## src/rtl/mips_multicycle_control_if.sv

```systemverilog
// Control/datapath bundle between the multi-cycle MIPS control FSM and the shared-memory datapath.
// The control unit sits on the master side; the datapath and memory sit on the slave side.
interface mips_multicycle_control_if #(
    parameter int ALUOP_WIDTH = 3,
    parameter int CNT_WIDTH   = 32
) ();
    logic [5:0]             OP;
    logic                   Zero;
    logic                   MemReady;
    logic                   PCWrite;
    logic                   IorD;
    logic                   MemRead;
    logic                   MemWrite;
    logic                   IRWrite;
    logic                   RegDst;
    logic                   MemtoReg;
    logic                   RegWrite;
    logic                   ALUSrcA;
    logic [1:0]             ALUSrcB;
    logic [1:0]             PCSource;
    logic [ALUOP_WIDTH-1:0] ALUOp;
    logic                   IllegalOp;
    logic                   InstrDone;
    logic [CNT_WIDTH-1:0]   RetiredCnt;

    modport master (
        input  OP, Zero, MemReady,
        output PCWrite, IorD, MemRead, MemWrite, IRWrite, RegDst, MemtoReg, RegWrite,
               ALUSrcA, ALUSrcB, PCSource, ALUOp, IllegalOp, InstrDone, RetiredCnt
    );

    modport slave (
        output OP, Zero, MemReady,
        input  PCWrite, IorD, MemRead, MemWrite, IRWrite, RegDst, MemtoReg, RegWrite,
               ALUSrcA, ALUSrcB, PCSource, ALUOp, IllegalOp, InstrDone, RetiredCnt
    );
endinterface

```

## src/rtl/mips_multicycle_control.sv

```systemverilog
// Multi-cycle MIPS control FSM: sequences fetch/decode/execute/memory/writeback over a shared
// memory, stalls on MemReady, and counts retired instructions.
module mips_multicycle_control #(
    parameter int ALUOP_WIDTH = 3,
    parameter int CNT_WIDTH   = 32,
    parameter int MEM_WAIT    = 1
) (
    input  logic clk,
    input  logic reset,
    mips_multicycle_control_if.master bus
);

    localparam logic [5:0] OP_R    = 6'h00;
    localparam logic [5:0] OP_J    = 6'h02;
    localparam logic [5:0] OP_BEQ  = 6'h04;
    localparam logic [5:0] OP_BNE  = 6'h05;
    localparam logic [5:0] OP_ADDI = 6'h08;
    localparam logic [5:0] OP_ANDI = 6'h0C;
    localparam logic [5:0] OP_ORI  = 6'h0D;
    localparam logic [5:0] OP_LUI  = 6'h0F;
    localparam logic [5:0] OP_LW   = 6'h23;
    localparam logic [5:0] OP_SW   = 6'h2B;

    localparam logic [2:0] ALU_ADD   = 3'b100;
    localparam logic [2:0] ALU_SUB   = 3'b001;
    localparam logic [2:0] ALU_FUNCT = 3'b111;
    localparam logic [2:0] ALU_OR    = 3'b101;
    localparam logic [2:0] ALU_AND   = 3'b110;
    localparam logic [2:0] ALU_LUI   = 3'b000;

    typedef enum logic [3:0] {
        IDLE, FETCH, DECODE, R_EXEC, R_WB, I_EXEC, I_WB,
        MEM_ADDR, MEM_READ, MEM_WB, MEM_WRITE, BRANCH, JUMP
    } state_t;

    typedef struct packed {
        logic       pc_write;
        logic       iord;
        logic       mem_read;
        logic       mem_write;
        logic       reg_dst;
        logic       mem_to_reg;
        logic       reg_write;
        logic       alu_src_a;
        logic [1:0] alu_src_b;
        logic [1:0] pc_source;
        logic [2:0] alu_op;
        logic       retire;
    } ctrl_t;

    state_t               state;
    state_t               next_state;
    logic [5:0]           op_q;
    logic [5:0]           op_next;
    ctrl_t                ctrl;
    logic [CNT_WIDTH-1:0] retired_cnt;
    logic                 ready;
    logic                 instr_done;
    logic                 branch_taken;
    logic [ALUOP_WIDTH-1:0] alu_op_full;

    function automatic logic is_legal(input logic [5:0] op);
        case (op)
            OP_R, OP_J, OP_BEQ, OP_BNE, OP_ADDI, OP_ANDI, OP_ORI, OP_LUI, OP_LW, OP_SW:
                is_legal = 1'b1;
            default:
                is_legal = 1'b0;
        endcase
    endfunction

    // Moore control bits for the state being entered; op is the opcode that state will see
    function automatic ctrl_t decode_ctrl(input state_t s, input logic [5:0] op);
        ctrl_t c;
        c = '0;
        case (s)
            FETCH: begin
                c.mem_read  = 1'b1;
                c.alu_src_b = 2'b01;
                c.alu_op    = ALU_ADD;
            end
            DECODE: begin
                c.alu_src_b = 2'b11;
                c.alu_op    = ALU_ADD;
            end
            R_EXEC: begin
                c.alu_src_a = 1'b1;
                c.alu_op    = ALU_FUNCT;
            end
            R_WB: begin
                c.reg_dst   = 1'b1;
                c.reg_write = 1'b1;
                c.retire    = 1'b1;
            end
            I_EXEC: begin
                c.alu_src_a = 1'b1;
                c.alu_src_b = 2'b10;
                case (op)
                    OP_ORI:  c.alu_op = ALU_OR;
                    OP_ANDI: c.alu_op = ALU_AND;
                    OP_LUI:  c.alu_op = ALU_LUI;
                    default: c.alu_op = ALU_ADD;
                endcase
            end
            I_WB: begin
                c.reg_write = 1'b1;
                c.retire    = 1'b1;
            end
            MEM_ADDR: begin
                c.alu_src_a = 1'b1;
                c.alu_src_b = 2'b10;
                c.alu_op    = ALU_ADD;
            end
            MEM_READ: begin
                c.mem_read = 1'b1;
                c.iord     = 1'b1;
            end
            MEM_WB: begin
                c.mem_to_reg = 1'b1;
                c.reg_write  = 1'b1;
                c.retire     = 1'b1;
            end
            MEM_WRITE: begin
                c.mem_write = 1'b1;
                c.iord      = 1'b1;
            end
            BRANCH: begin
                c.alu_src_a = 1'b1;
                c.alu_op    = ALU_SUB;
                c.pc_source = 2'b01;
                c.retire    = 1'b1;
            end
            JUMP: begin
                c.pc_source = 2'b10;
                c.pc_write  = 1'b1;
                c.retire    = 1'b1;
            end
            default: c = '0;
        endcase
        return c;
    endfunction

    assign ready   = (MEM_WAIT != 0) ? bus.MemReady : 1'b1;
    assign op_next = (state == DECODE) ? bus.OP : op_q;

    always_comb begin
        next_state = state;
        case (state)
            IDLE:     next_state = FETCH;
            FETCH:    next_state = ready ? DECODE : FETCH;
            DECODE: begin
                case (bus.OP)
                    OP_R:                            next_state = R_EXEC;
                    OP_ADDI, OP_ORI, OP_ANDI, OP_LUI: next_state = I_EXEC;
                    OP_LW, OP_SW:                    next_state = MEM_ADDR;
                    OP_BEQ, OP_BNE:                  next_state = BRANCH;
                    OP_J:                            next_state = JUMP;
                    default:                         next_state = FETCH;
                endcase
            end
            R_EXEC:    next_state = R_WB;
            I_EXEC:    next_state = I_WB;
            MEM_ADDR:  next_state = (op_q == OP_LW) ? MEM_READ : MEM_WRITE;
            MEM_READ:  next_state = ready ? MEM_WB : MEM_READ;
            MEM_WRITE: next_state = ready ? FETCH : MEM_WRITE;
            default:   next_state = FETCH;
        endcase
    end

    // A store only retires on the cycle its memory access actually completes
    assign instr_done   = ctrl.retire | ((state == MEM_WRITE) & ready);
    assign branch_taken = (op_q == OP_BEQ) ? bus.Zero : ~bus.Zero;

    always_ff @(posedge clk or negedge reset) begin
        if (!reset) begin
            state       <= IDLE;
            op_q        <= '0;
            ctrl        <= '0;
            retired_cnt <= '0;
        end else begin
            state <= next_state;
            op_q  <= op_next;
            ctrl  <= decode_ctrl(next_state, op_next);
            if (instr_done) begin
                retired_cnt <= retired_cnt + CNT_WIDTH'(1);
            end
        end
    end

    always_comb begin
        alu_op_full      = '0;
        alu_op_full[2:0] = ctrl.alu_op;
    end

    assign bus.PCWrite    = ctrl.pc_write
                          | ((state == FETCH) & ready)
                          | ((state == BRANCH) & branch_taken);
    assign bus.IRWrite    = (state == FETCH) & ready;
    assign bus.IorD       = ctrl.iord;
    assign bus.MemRead    = ctrl.mem_read;
    assign bus.MemWrite   = ctrl.mem_write;
    assign bus.RegDst     = ctrl.reg_dst;
    assign bus.MemtoReg   = ctrl.mem_to_reg;
    assign bus.RegWrite   = ctrl.reg_write;
    assign bus.ALUSrcA    = ctrl.alu_src_a;
    assign bus.ALUSrcB    = ctrl.alu_src_b;
    assign bus.PCSource   = ctrl.pc_source;
    assign bus.ALUOp      = alu_op_full;
    assign bus.IllegalOp  = (state == DECODE) & ~is_legal(bus.OP);
    assign bus.InstrDone  = instr_done;
    assign bus.RetiredCnt = retired_cnt;

endmodule

```

## src/flat_wrapper.sv

```systemverilog
// flat-port wrapper written by rule: the top's interface ports become plain ports
module mips_multicycle_control_flat 
#(
    parameter int ALUOP_WIDTH = 3,
    parameter int CNT_WIDTH   = 32,
    parameter int MEM_WAIT    = 1
)
  (clk, reset, bus_OP, bus_Zero, bus_MemReady, bus_PCWrite, bus_IorD, bus_MemRead, bus_MemWrite, bus_IRWrite, bus_RegDst, bus_MemtoReg, bus_RegWrite, bus_ALUSrcA, bus_ALUSrcB, bus_PCSource, bus_ALUOp, bus_IllegalOp, bus_InstrDone, bus_RetiredCnt);
  mips_multicycle_control_if #(.ALUOP_WIDTH(ALUOP_WIDTH), .CNT_WIDTH(CNT_WIDTH)) bus_i ();
  input  logic clk;
  input  logic reset;
  input wire logic [$bits(bus_i.OP)-1:0] bus_OP;
  input wire logic [$bits(bus_i.Zero)-1:0] bus_Zero;
  input wire logic [$bits(bus_i.MemReady)-1:0] bus_MemReady;
  output wire logic [$bits(bus_i.PCWrite)-1:0] bus_PCWrite;
  output wire logic [$bits(bus_i.IorD)-1:0] bus_IorD;
  output wire logic [$bits(bus_i.MemRead)-1:0] bus_MemRead;
  output wire logic [$bits(bus_i.MemWrite)-1:0] bus_MemWrite;
  output wire logic [$bits(bus_i.IRWrite)-1:0] bus_IRWrite;
  output wire logic [$bits(bus_i.RegDst)-1:0] bus_RegDst;
  output wire logic [$bits(bus_i.MemtoReg)-1:0] bus_MemtoReg;
  output wire logic [$bits(bus_i.RegWrite)-1:0] bus_RegWrite;
  output wire logic [$bits(bus_i.ALUSrcA)-1:0] bus_ALUSrcA;
  output wire logic [$bits(bus_i.ALUSrcB)-1:0] bus_ALUSrcB;
  output wire logic [$bits(bus_i.PCSource)-1:0] bus_PCSource;
  output wire logic [$bits(bus_i.ALUOp)-1:0] bus_ALUOp;
  output wire logic [$bits(bus_i.IllegalOp)-1:0] bus_IllegalOp;
  output wire logic [$bits(bus_i.InstrDone)-1:0] bus_InstrDone;
  output wire logic [$bits(bus_i.RetiredCnt)-1:0] bus_RetiredCnt;
  assign bus_i.OP = bus_OP;
  assign bus_i.Zero = bus_Zero;
  assign bus_i.MemReady = bus_MemReady;
  assign bus_PCWrite = bus_i.PCWrite;
  assign bus_IorD = bus_i.IorD;
  assign bus_MemRead = bus_i.MemRead;
  assign bus_MemWrite = bus_i.MemWrite;
  assign bus_IRWrite = bus_i.IRWrite;
  assign bus_RegDst = bus_i.RegDst;
  assign bus_MemtoReg = bus_i.MemtoReg;
  assign bus_RegWrite = bus_i.RegWrite;
  assign bus_ALUSrcA = bus_i.ALUSrcA;
  assign bus_ALUSrcB = bus_i.ALUSrcB;
  assign bus_PCSource = bus_i.PCSource;
  assign bus_ALUOp = bus_i.ALUOp;
  assign bus_IllegalOp = bus_i.IllegalOp;
  assign bus_InstrDone = bus_i.InstrDone;
  assign bus_RetiredCnt = bus_i.RetiredCnt;
  mips_multicycle_control #(.ALUOP_WIDTH(ALUOP_WIDTH), .CNT_WIDTH(CNT_WIDTH), .MEM_WAIT(MEM_WAIT)) u_core (.clk(clk), .reset(reset), .bus(bus_i));
endmodule
```

## config.mk

```make
export PLATFORM = sky130hd
export DESIGN_NAME = mips_multicycle_control_flat
export DESIGN_NICKNAME = d
export VERILOG_FILES = /design/src/rtl/mips_multicycle_control_if.sv /design/src/rtl/mips_multicycle_control.sv /design/src/flat_wrapper.sv
export SDC_FILE = /design/constraint.sdc
export NUM_CORES = 1
export LEC_CHECK = 0
export BUFFER_PORTS_ARGS = -buffer_cell sky130_fd_sc_hd__buf_2
export CORE_MARGIN = 2
export CORE_UTILIZATION = 32
export DETAILED_ROUTE_END_ITERATION = 12
export GPL_ROUTABILITY_DRIVEN = 1
export PLACE_DENSITY = 0.51
export SLEW_MARGIN = 20
export SYNTH_ARGS = -nofsm -noshare
export SYNTH_HDL_FRONTEND = slang
export SYNTH_SLANG_ARGS = --single-unit
```

## constraint.sdc

```tcl
create_clock -name clk -period 2.3 [get_ports clk]
set_clock_uncertainty 0.2 [all_clocks]
set_input_delay 0.23 -clock clk [delete_from_list [all_inputs] [get_ports clk]]
set_output_delay 0.23 -clock clk [all_outputs]
set_load 0.005 [all_outputs]
```

======== Yosys cells after proc, flatten, opt, wreduce, memory -nomap -nowiden ========
Index checks and enable logic that the tools add are counted.
storage, ports and cells
  bits in latches ......................... 0
  word-level logic and storage cells ...... 93
  bits in writable memories ............... 0
  register bits ........................... 58
  memories kept ........................... 0
  input port bits ......................... 10
  bits in read-only memories .............. 0
cells by class
  reduce and logical (&&, ||, !) cells .... 12
  add/sub/neg operators ................... 1
  div/mod/pow operators ................... 0
  order comparisons ....................... 0
  eq/ne operators ......................... 34
  bitwise operators ....................... 9
  multiply operators ...................... 0
  shift-type cells ........................ 0
  muxes and demuxes ....................... 22
operator list
  cell                                                              count
  6-bit by 4-bit == test with 1-bit output (second input constant)  7
  32-bit by 1-bit adder with 32-bit output (second input constant)  1
  4-bit == test (second input constant)                             8
  4-bit one-hot mux with 7 select lines                             1
  4-bit by 3-bit == test with 1-bit output (second input constant)  6
  4-bit one-hot mux with 5 select lines                             1
  6-bit by 3-bit == test with 1-bit output (second input constant)  3
  6-bit == test (second input constant)                             3
  4-bit by 2-bit == test with 1-bit output (second input constant)  4
  1-bit two-way mux                                                 12
  3-bit one-hot mux with 4 select lines                             1
  10-bit OR reduction                                               1
  2-bit OR reduction                                                5
  3-bit one-hot mux with 3 select lines                             1
  4-bit by 1-bit == test with 1-bit output (second input constant)  2
  4-bit OR reduction                                                2
  6-bit by 2-bit == test with 1-bit output (second input constant)  1
  6-bit logical NOT                                                 1
  6-bit two-way mux                                                 1
  2-bit one-hot mux with 3 select lines                             1
  3-bit OR reduction                                                2
  5-bit OR reduction                                                1
  1-bit AND                                                         4
  2-bit two-way mux                                                 2
  4 further kinds                                                   7

======== Longest topological paths before layout ========
  depth in word-level cells ............... 7
  mapped depth ............................ 8
  depth with buffers taken out ............ 6

======== Least setup slack after synthesis ========
OpenSTA, ideal clock, no wires.
  path kind ............................... register to register
  from .................................... register u_core.state[2]
  to ...................................... register u_core.ctrl (netlist bit u_core.bus.ALUOp[1])
  arrival ................................. 1.774 ns
  setup slack ............................. 0.225 ns
  cell stages (with the launch flop) ...... 8
  library setup time ...................... 0.101 ns
  clock period less this slack ............ 2.075 ns
  path through ............................ dfrtp_1 buf_4 or4b_1 buf_4 mux2_4 nor2_1 nand2_1 o32ai_1
between the ends
  word-level cells in the longest chain between the ends .. 5
  elaborated cells on any way between the ends .. 21
  classes of those cells .................. 16 x eq/ne; 4 x mux; 1 x reduce/logical
ends and longest elaborated chain
  what                                          RTL line                        text
  from (decl)                                   mips_multicycle_control.sv:51   state_t state;
  from (signal assigned)                        mips_multicycle_control.sv:180  state <= next_state;
  4-bit by 2-bit == test with 1-bit output (*)  mips_multicycle_control.sv:143  assign op_next = (state == DECODE) ? bus.OP : op_q;
  6-bit two-way mux (*)                         mips_multicycle_control.sv:143
  net u_core.op_next[1]                         mips_multicycle_control.sv:54   logic [5:0] op_next;
  6-bit by 4-bit == test with 1-bit output      mips_multicycle_control.sv:97   case (op)
  3-bit one-hot mux with 3 select lines (*)     mips_multicycle_control.sv:97
  3-bit one-hot mux with 4 select lines (*)     mips_multicycle_control.sv:75   case (s)
  to (signal assigned)                          mips_multicycle_control.sv:182  ctrl <= decode_ctrl(next_state, op_next);
  to (decl)                                     mips_multicycle_control.sv:55   ctrl_t ctrl;
Mark *: on every way through the listed nets, which the timed path passes. The rest lies on a longest branch.
A chain may end at the register's enable or synchronous reset.

======== Final worst setup path ========
  from .................................... register u_core.op_q[3]
  to ...................................... output bus_PCWrite
between the ends
  word-level cells in the longest chain between the ends .. 4
ends and longest elaborated chain
  what                                      RTL line                        text
  from (decl)                               mips_multicycle_control.sv:53   logic [5:0] op_q;
  from (signal assigned)                    mips_multicycle_control.sv:181  op_q <= op_next;
  6-bit by 3-bit == test with 1-bit output  mips_multicycle_control.sv:171  assign branch_taken = (op_q == OP_BEQ) ? bus.Zero : ~bus.Zero;
  1-bit two-way mux                         mips_multicycle_control.sv:171
  1-bit AND                                 mips_multicycle_control.sv:196  | ((state == BRANCH) & branch_taken);
  1-bit OR                                  mips_multicycle_control.sv:196
  to (decl)                                 flat_wrapper.sv:15              output wire logic [$bits(bus_i.PCWrite)-1:0] bus_PCWrite;
No other way between the ends.

==> results.toml <==
[placed_design]
place_ws_ns = 0.105
placed_cells = 445
place_area_um2 = 3330
detailed_place_hpwl_um = 4760
port_buffers = 59
gp_congestion = 0.806

[floorplan]
initial_utilization = 0.328
dieArea_um2 = 9670
core-area_um2 = 8680
ios = 60
num_rows = 34
fp.dieW_um = 98.4
die_y_um = 98.4

[route]
first_pass_iters = 4
routedWlPerCell_um = 13.8
drc = 0
routed-via-count = 2216
ant_nets = 0
vias_per_cell = 4.75
first_iter_violations = 65
wirelength_um = 6440

[power_and_ir_drop]
comb_power_share = 0.330
seqPwrFrac = 0.391
p_per_area_nw_per_um2 = 963
clock_power_share = 0.279
sw_frac_of_total = 0.340
net-switching-power_mw = 1.19
power_mw = 3.49
peakVddDrop_v = 0.000435
intPower_mw = 2.30
leakagePower_nw = 1.83

[setup_path]
cp-end-kind = "output pin"
start_kind = "flip-flop"
critPathMaxStageDelay_ns = 0.55
r2r-end = "u_core.bus.ALUSrcB[0]"
crit_cells = 6
cp_max_fo = 2
startpoint = "u_core.op_q[3]"
worstPathArrival_ns = 1.84
endpoint = "bus_PCWrite"
cpMaxStageDelayCell = "or4b_4"
worstPathRequired_ns = 1.87
critPathBufInv = 1
crit_chain = "or4b_4 -> nor3_4 -> xnor2_1 -> nand4_1 -> nand2_1 -> buf_2"
reg2regPathDepth = 7
critPathTopFamily = "simple AND/OR/NAND/NOR gates"
regToRegSetupSlack_ns = 0.15
r2r-start = "u_core.state[2]"
crit_type = "flip-flop to output pin"

[grt]
overflow = 0
first_global_vias = 2219
grt_pass1_wl_um = 11000
grt_use_total = 0.144
grt_antenna_before_repair = 0
grt_max_degree = 37

[timing]
rsz0062_at_grt = "true"
hold_viol_final = 0
fmaxAchievable_mhz = 441
drv_slew = 0
finalCritPeriodShare = 0.985
holdWs_ns = 0.0145
setup_violations = 0
setup_slack_ns = 0.0344
layout_min_cycle_time_ns = 2.27
worstMarginPinSlew_ns = 0.577
relSlewSlack = 0.615
finalSetupTns_ns = 0

[clock_tree]
cts_tree = "built"
clkTransAtPathRegs_ns = 0.06
clock_path_buffers = 2
clock-sinks = 58
insertion_delay_ns = 0.34
htree_levels = 3
cts_buffers = 9
cts-root-buf = "clkbuf_8"

[run]
cap_violations = 0

[synthesis]
avgSynthCellArea_um2 = 10.4
ys_ff_latch = 58
synth_area_um2 = 2850
async_reset_ff_frac = 1.00
syn_inst = 275
synth_top_area_share = 0.509
ys_types = 50
synth-seq-area-share = 0.509
synthesis.nets = 286
netlist_top_cells_count = "dfrtp_1 (58), nand2_1 (43), xnor2_1 (22)"
synthTopCellsByArea = "dfrtp_1 (51%), xnor2_1 (6.8%), nand2_1 (5.7%), xor2_1 (3.4%), buf_4 (2.6%)"
yosysMostFrequentCell = "dfrtp_1"
yosysTopAreaCell = "dfrtp_1"
synth_edf_count = 0
ys.warnings.count = 0
synth-main-ff-cell = "dfrtp_1"

[worst_hold_path]
hold_path.class = "input pin to flip-flop"

[layout]
postLayoutCoreUtil = 0.418
multi_input_area_um2 = 1310
final_cells = 467
final_cell_area_um2 = 3630
nets = 365
regArea_um2 = 1450
drive_gt1_frac = 0.320
area_growth_pct = 27.4
n_antenna_cell = 0
nFillCells = 863

[status]
status = "complete, no violations"
-- layout make-up --
type / instances / area share
clock buffers: 12 / 0.0428
well taps: 108 / 0.0372
multi-input cells: 195 / 0.361
flip-flops and latches: 58 / 0.400
inverters: 7 / 0.00724
repair buffers: 83 / 0.137
clock inverters: 4 / 0.0138
-- cells by family after synthesis --
group | synth area share
simple gates | 0.266
flops | 0.509
xor+xnor | 0.101
buf+inv | 0.0435
compound gates | 0.0606
mux | 0.0145
fa+ha+maj | 0.00439
-- flip-flops by register name (all words and copies together) (netlist names) --
register / cells
u_core.op_q: 6
u_core.bus.MemtoReg: 1
u_core.bus.MemRead: 1
u_core.bus.ALUSrcB: 2
u_core.bus.RegWrite: 1
u_core.bus.RetiredCnt: 32
u_core.state: 4
u_core.ctrl: 2
u_core.bus.ALUOp: 3
u_core.bus.MemWrite: 1
u_core.bus.RegDst: 1
u_core.bus.IorD: 1
u_core.bus.ALUSrcA: 1
u_core.bus.PCSource: 2
-- metal layers --
metal | vias to the layer above | wire length, um | global-route usage
met2 | 54 | 3110 | 0.226
met1 | 1053 | 2940 | 0.190
met5 | - | 0 | 0
met4 | 0 | 63 | 0.0379
met3 | 7 | 331 | 0.0501
li1 | 1102 | - | -
-- power by group through the flow --
stage	registers (mW)	clock network [mW]	logic (mW)
2_1_floorplan	1.35	0	0.705
3_3_place_gp	1.37	0	1.09
3_5_place_dp	1.37	0	1.09
4_1_cts	1.35	1.01	1.14
5_1_grt	1.39	1.06	1.28
6_report	1.37	0.975	1.15
-- worst reg2reg max path: cells and delay by family, from the launching register on --
family	cells	cell delay [ns]
AOI/OAI and AO/OA	3	0.48
and+or+nand+nor	2	0.59
buffers and inverters	2	0.28
DFF	1	0.45
-- timing repair --
item / 4_1_cts / 5_1_grt
hold buffers: 4 / 0
resized for setup: 3 / 5
pin swaps: 3 / 4
endpoints found under the setup margin: 2 / 8
hold endpoints to repair: 25 / 0
cloned: 0 / 0
buffers inserted: 2 / 0
-- layout by cell type (no fill, tap or decap), types with 4 or more instances in the layout --
master,count
dfrtp_1,57
and3_1,8
clkbuf_8,11
nand4_1,11
buf_2,59
xor2_1,11
buf_4,19
xnor2_1,22
nor3_1,4
nand3b_1,4
inv_1,7
nand3_1,10
dlygate4sd3_1,4
o21ai_0,4
nor2_1,20
nand2b_1,6
nand2_1,43
-- worst min path at each step --
stage | slack [ns] | startpoint | cells past startpoint | end
2_1_floorplan | -0.27 | reset | 0 | u_core.bus.ALUOp[0]
3_3_place_gp | 0.06 | reset | 1 | u_core.bus.RetiredCnt[11]
3_5_place_dp | 0.06 | reset | 1 | u_core.bus.RetiredCnt[11]
4_1_cts | 0.002 | bus_OP[5] | 3 | u_core.op_q[5]
5_1_grt | 0.02 | bus_OP[5] | 3 | u_core.op_q[5]
6_report | 0.01 | bus_OP[5] | 3 | u_core.op_q[5]
No activity file was read; power rests on OpenSTA's default activity.
